`config.mk`:
```
export PLATFORM = sky130hd
export DESIGN_NAME = serial_group_adder
export DESIGN_NICKNAME = d
export VERILOG_FILES = /design/src/rtl/serial_group_adder_pkg.sv /design/src/rtl/serial_group_adder_cla.sv /design/src/rtl/serial_group_adder.sv
export SDC_FILE = /design/constraint.sdc
export NUM_CORES = 1
export LEC_CHECK = 0
export BUFFER_PORTS_ARGS = -buffer_cell sky130_fd_sc_hd__buf_4
export CAP_MARGIN = 20
export CORE_MARGIN = 2
export CORE_UTILIZATION = 28
export DETAILED_ROUTE_END_ITERATION = 8
export GPL_ROUTABILITY_DRIVEN = 0
export PLACE_DENSITY_LB_ADDON = 0.3
export SLEW_MARGIN = 20
export SYNTH_ARGS = -nofsm -noshare
export SYNTH_HDL_FRONTEND = slang
export SYNTH_SLANG_ARGS = --single-unit
```
`constraint.sdc`:
```
create_clock -name clk -period 2.5 [get_ports clk]
set_input_delay 0.75 -clock clk [delete_from_list [all_inputs] [get_ports clk]]
set_output_delay 0.75 -clock clk [all_outputs]
set_load 0.02 [all_outputs]
```
`src/rtl/serial_group_adder_pkg.sv`:
```
// Shared helpers for the serial group adder: index-counter sizing.
package serial_group_adder_pkg;

  // A single group still needs a one-bit index register.
  function automatic int idx_width(input int group_count);
    return (group_count > 1) ? $clog2(group_count) : 1;
  endfunction

endpackage

```
`src/rtl/serial_group_adder_cla.sv`:
```
// Single-group carry-lookahead adder; every carry is a flat sum of generate/propagate products.
module carry_lookahead_adder #(
  parameter int WIDTH = 4
) (
  input  logic [WIDTH-1:0] a,
  input  logic [WIDTH-1:0] b,
  input  logic             carry_in,
  output logic [WIDTH-1:0] sum,
  output logic             carry_out
);

  logic [WIDTH-1:0] g;
  logic [WIDTH-1:0] p;
  logic [WIDTH:0]   c;
  logic             prop;
  logic             acc;

  assign g = a & b;
  assign p = a ^ b;

  // c[i+1] = g[i] | p[i]g[i-1] | ... | p[i..0]carry_in, built from a running propagate product
  always_comb begin
    c    = '0;
    prop = 1'b0;
    acc  = 1'b0;
    c[0] = carry_in;
    for (int i = 0; i < WIDTH; i++) begin
      prop = p[i];
      acc  = g[i];
      for (int j = i - 1; j >= 0; j--) begin
        acc  = acc | (prop & g[j]);
        prop = prop & p[j];
      end
      acc    = acc | (prop & carry_in);
      c[i+1] = acc;
    end
  end

  assign sum       = p ^ c[WIDTH-1:0];
  assign carry_out = c[WIDTH];

endmodule

```
`src/rtl/serial_group_adder.sv`:
```
// Multi-cycle adder: one CLA group per clock, inter-group carry held in a register.
module serial_group_adder
  import serial_group_adder_pkg::*;
#(
  parameter int GROUP_WIDTH = 4,
  parameter int GROUP_COUNT = 2
) (
  input  logic                               clk,
  input  logic                               reset,
  input  logic                               start,
  input  logic                               carry_in,
  input  logic [GROUP_COUNT*GROUP_WIDTH-1:0] x,
  input  logic [GROUP_COUNT*GROUP_WIDTH-1:0] y,
  output logic                               ready,
  output logic [GROUP_COUNT*GROUP_WIDTH-1:0] z,
  output logic                               carry_out,
  output logic                               done
);

  localparam int TOTAL_WIDTH = GROUP_COUNT * GROUP_WIDTH;
  localparam int IDX_W       = idx_width(GROUP_COUNT);
  localparam logic [IDX_W-1:0] LAST_IDX = IDX_W'(GROUP_COUNT - 1);

  typedef enum logic [1:0] {
    S_IDLE = 2'd0,
    S_RUN  = 2'd1,
    S_DONE = 2'd2
  } state_t;

  state_t                 state;
  logic [IDX_W-1:0]       idx;
  logic                   carry_q;
  logic [TOTAL_WIDTH-1:0] x_q;
  logic [TOTAL_WIDTH-1:0] y_q;
  logic [GROUP_WIDTH-1:0] cla_sum;
  logic                   cla_cout;
  int                     grp_lo;

  always_comb grp_lo = int'(idx) * GROUP_WIDTH;

  carry_lookahead_adder #(.WIDTH(GROUP_WIDTH)) u_cla (
    .a         (x_q[grp_lo +: GROUP_WIDTH]),
    .b         (y_q[grp_lo +: GROUP_WIDTH]),
    .carry_in  (carry_q),
    .sum       (cla_sum),
    .carry_out (cla_cout)
  );

  assign ready = (state != S_RUN);
  assign done  = (state == S_DONE);

  always_ff @(posedge clk or posedge reset) begin
    if (reset) begin
      state     <= S_IDLE;
      idx       <= '0;
      carry_q   <= 1'b0;
      x_q       <= '0;
      y_q       <= '0;
      z         <= '0;
      carry_out <= 1'b0;
    end else begin
      case (state)
        S_IDLE, S_DONE: begin
          if (start) begin
            x_q     <= x;
            y_q     <= y;
            carry_q <= carry_in;
            idx     <= '0;
            z       <= '0;
            state   <= S_RUN;
          end else begin
            state <= S_IDLE;
          end
        end
        S_RUN: begin
          z[grp_lo +: GROUP_WIDTH] <= cla_sum;
          carry_q                  <= cla_cout;
          // The index parks on the last group instead of wrapping.
          if (idx == LAST_IDX) begin
            carry_out <= cla_cout;
            state     <= S_DONE;
          end else begin
            idx <= idx + 1'b1;
          end
        end
        default: state <= S_IDLE;
      endcase
    end
  end

endmodule

```
==> summary.md <==
| Metric | Value |
|---|---|
| Fillers | 501 |
| Total I/O pin count | 31 |
| Compound-gate portion of the synthesized area | 10.5% |
| DRT iter0 DRCs | 40 |
| Startpoint types | register |
| Max Root-Sink Buffers | 2 |
| Vias in the first global route | 1,109 |
| Max incr delay on CP | 570 ps |
| Routed wire length | 2870 µm |
| Multi-input gate area | 631 µm² |
| Status | finished, final reports clean |
| Total GRT Usage | 12.1% |
| FFs w/ async S/R, synth | 100% |
| Final setup viols | 0 |
| Slew Viols, Final | 0 |
| Dominant synthesized flop cell | dfrtp_1 |
| Clk_lat worst skew | 280 ps |
| Post-Synth Simple-Gate Area | 21.2% |
| Tightest Hold Check Type | register to register |
| Clock skew | 5.71 ps |
| WL/cell | 11.7 µm |
| Post-CTS Setup Inserts | 0 |
| Gr ovfl total | 0 |
| Die extent in y | 75.1 µm |
| Mapped Area | 1420 µm² |
| Part of the power in registers | 32.9% |
| Setup TNS | 0 ps |
| Number of enable flip-flop cells after synthesis | 0 |
| Ant diodes | 0 |
| Worst Setup End Kind | register |
| Leakage | 0.942 nW |
| Max_cap viols | 0 |
| DRT antenna net count | 0 |
| CTS Buf Count | 5 |
| Worst Path Arrival | 2310 ps |
| Period utilisation layout | 86.3% |
| Synth area leader | dfrtp_1 |
| Starting Density | 29.6% |
| Power consumption | 2.53 mW |
| Residual DRC | 0 |
| Yosys top cell area share | 51.2% |
| Design area | 1800 µm² |
| Top cells by area, synth | dfrtp_1 51%, nand2_1 14%, mux2_2 6.4% |
| XOR/XNOR Fraction of Synth Area | 0.618% |
| CTS clock-pin slew for the worst setup and hold paths | 60 ps |
| Core area | 4790 µm² |
| CP required | 2650 ps |
| Register area | 726 µm² |
| CTS tree | done |
| First-pass GRT wire length | 5040 µm |
| Area share of fa/ha/maj cells after synthesis | 5.83% |
| Minimum clock period | 2160 ps |
| H-tree lvl count | 2 |
| CTS sink cnt | 29 |
| DPL Wire Length | 2070 µm |
| Gate power share | 50.4% |
| Crit Path Class | register to register |
| Die Wd | 75.1 µm |
| Worst IR Drop VDD | 0.607 mV |
| Vias | 1,069 |
| Slew of the pin with the lowest slew margin | 619 ps |
| Synth cell types | 27 |
| Final hold vios | 0 |
| Hold Buf Count CTS | 0 |
| Die ar. | 5640 µm² |
| Synthesized instance count | 146 |
| CP max FO | 11 |
| PwrDens | 1410 nW/µm² |
| Internal power | 1.50 mW |
| Crit-path slowest cell | dfrtp_1 |
| Drt first pass iters | 4 |
| Syn. warnings | 0 |
| Largest net degree at the start of global routing | 30 |
| Synth-to-Final Area Change | 27.1% |
| Clk pwr share | 16.8% |
| Root Buffer | clkbuf_8 |
| Vias/cell | 4.36 |
| Final net count | 203 |
| Switching share of power | 40.8% |
| Worst slew margin | 58.7% |
| Register bit count reported by yosys | 29 |
| CP Cell Sequence | mux2_2 -> ha_1 -> a21o_1 -> a221oi_1 -> o21ai_0 |
| Syn_nets | 172 |
| Placed instance area | 1700 µm² |
| Port bufs | 30 |
| RSZ-0062 raised after global routing | false |
| Post-Syn Area per Cell | 9.70 µm² |
| CTS resizes | 0 |
| Ratio of cells with drive above 1 in the final layout | 27.5% |
| Commonest cells post-synth | 51 x nand2_1, 29 x dfrtp_1, 9 x nand3_1 |
| Initial antenna violation count | 0 |
| Multiplexer share of the synthesized area | 6.36% |
| Seq/Total Area, Yosys | 51.2% |
| Fmax | 463 MHz |
| Largest family of logic cells by synthesized area | simple AND/OR/NAND/NOR gates |
| Top-count cell post-synth | nand2_1 |
| Standard-cell row count | 25 |
| Psw | 1.03 mW |
worst max-delay path, delay by kind of cell, from the launching register on:
family / cells / cell delay [ps]
AOI/OAI and AO/OA: 3 / 730
adders and majority gates: 1 / 340
DFF: 1 / 570
muxes: 1 / 390
power groups by stage:
stage	clock network (mW)	registers, mW	logic (mW)
final	0.425	0.832	1.27
after global routing	0.457	0.867	1.44
after CTS	0.436	0.835	1.29
after detailed placement	0	0.841	1.29
after global placement	0	0.843	1.27
after floorplan	0	0.839	0.954
cells by family (layout without fill, tap and decap cells):
| kind of cell | count (synthesis) | in the layout |
|---|---|---|
| mux | 8 | 8 |
| flops | 29 | 29 |
| fa+ha+maj | 6 | 6 |
| xor+xnor | 1 | 1 |
| compound gates | 20 | 20 |
| simple gates | 69 | 69 |
| buf+inv | 13 | 45 |
stage by stage:
| step | worst slack, ps | cells | hold WS (ps) | utilization (%) |
|---|---|---|---|---|
| 6_report | 342 | 245 | 469 | 37.6 |
| 4_1_cts | 336 | 245 | 474 | 37.6 |
| 3_3_place_gp | 356 | 237 | 456 | 35.5 |
| 3_5_place_dp | 349 | 237 | 459 | 35.5 |
| 2_1_floorplan | 547 | 146 | 440 | - |
| 5_1_grt | 202 | 245 | 492 | 37.6 |
layout by cell type (no fill, tap or decap), types with 3 or more instances in the layout:
cell and instances:
nand2_1 51, buf_4 32, dfrtp_1 29, nand3_1 9, mux2_2 8, clkbuf_8 7, inv_1 5, o21ai_0 5
ha_1 5, nand2b_1 3, a21o_1 3
registers in the layout, indices dropped and copies added (netlist names):
name       count
z              8
state          2
carry_q        1
x_q            8
idx            1
y_q            8
carry_out      1
routing by layer:
layer,GRT usage (%),share of wire (%),vias to the layer above
met2,18.3,42,26
met3,3.88,4.7,5
met4,4.76,1.4,0
li1,-,-,548
met5,0,0,-
met1,16.2,52,490
final timing paths:
check / slack, ps / from / depth (start not counted) / end
setup / recovery: 340 / idx / 5 / carry_out
hold / removal: 470 / y_q[3] / 2 / y_q[3]
setup reg to reg: 340 / idx / 5 / carry_out
hold reg to reg: 470 / y_q[3] / 2 / y_q[3]
max in group asynchronous: 1690 / reset / 3 / idx
min in group asynchronous: 540 / reset / 3 / x_q[2]
final cells by class:
class	count	share of cell area, %
flip-flops and latches	29	40.3
multi-input cells	104	35.0
repair buffers	32	13.3
clock buffers	7	5.35
well taps	67	4.66
inverters	5	1.04
clock inverters	1	0.278
No activity file was read; power rests on OpenSTA's default activity.
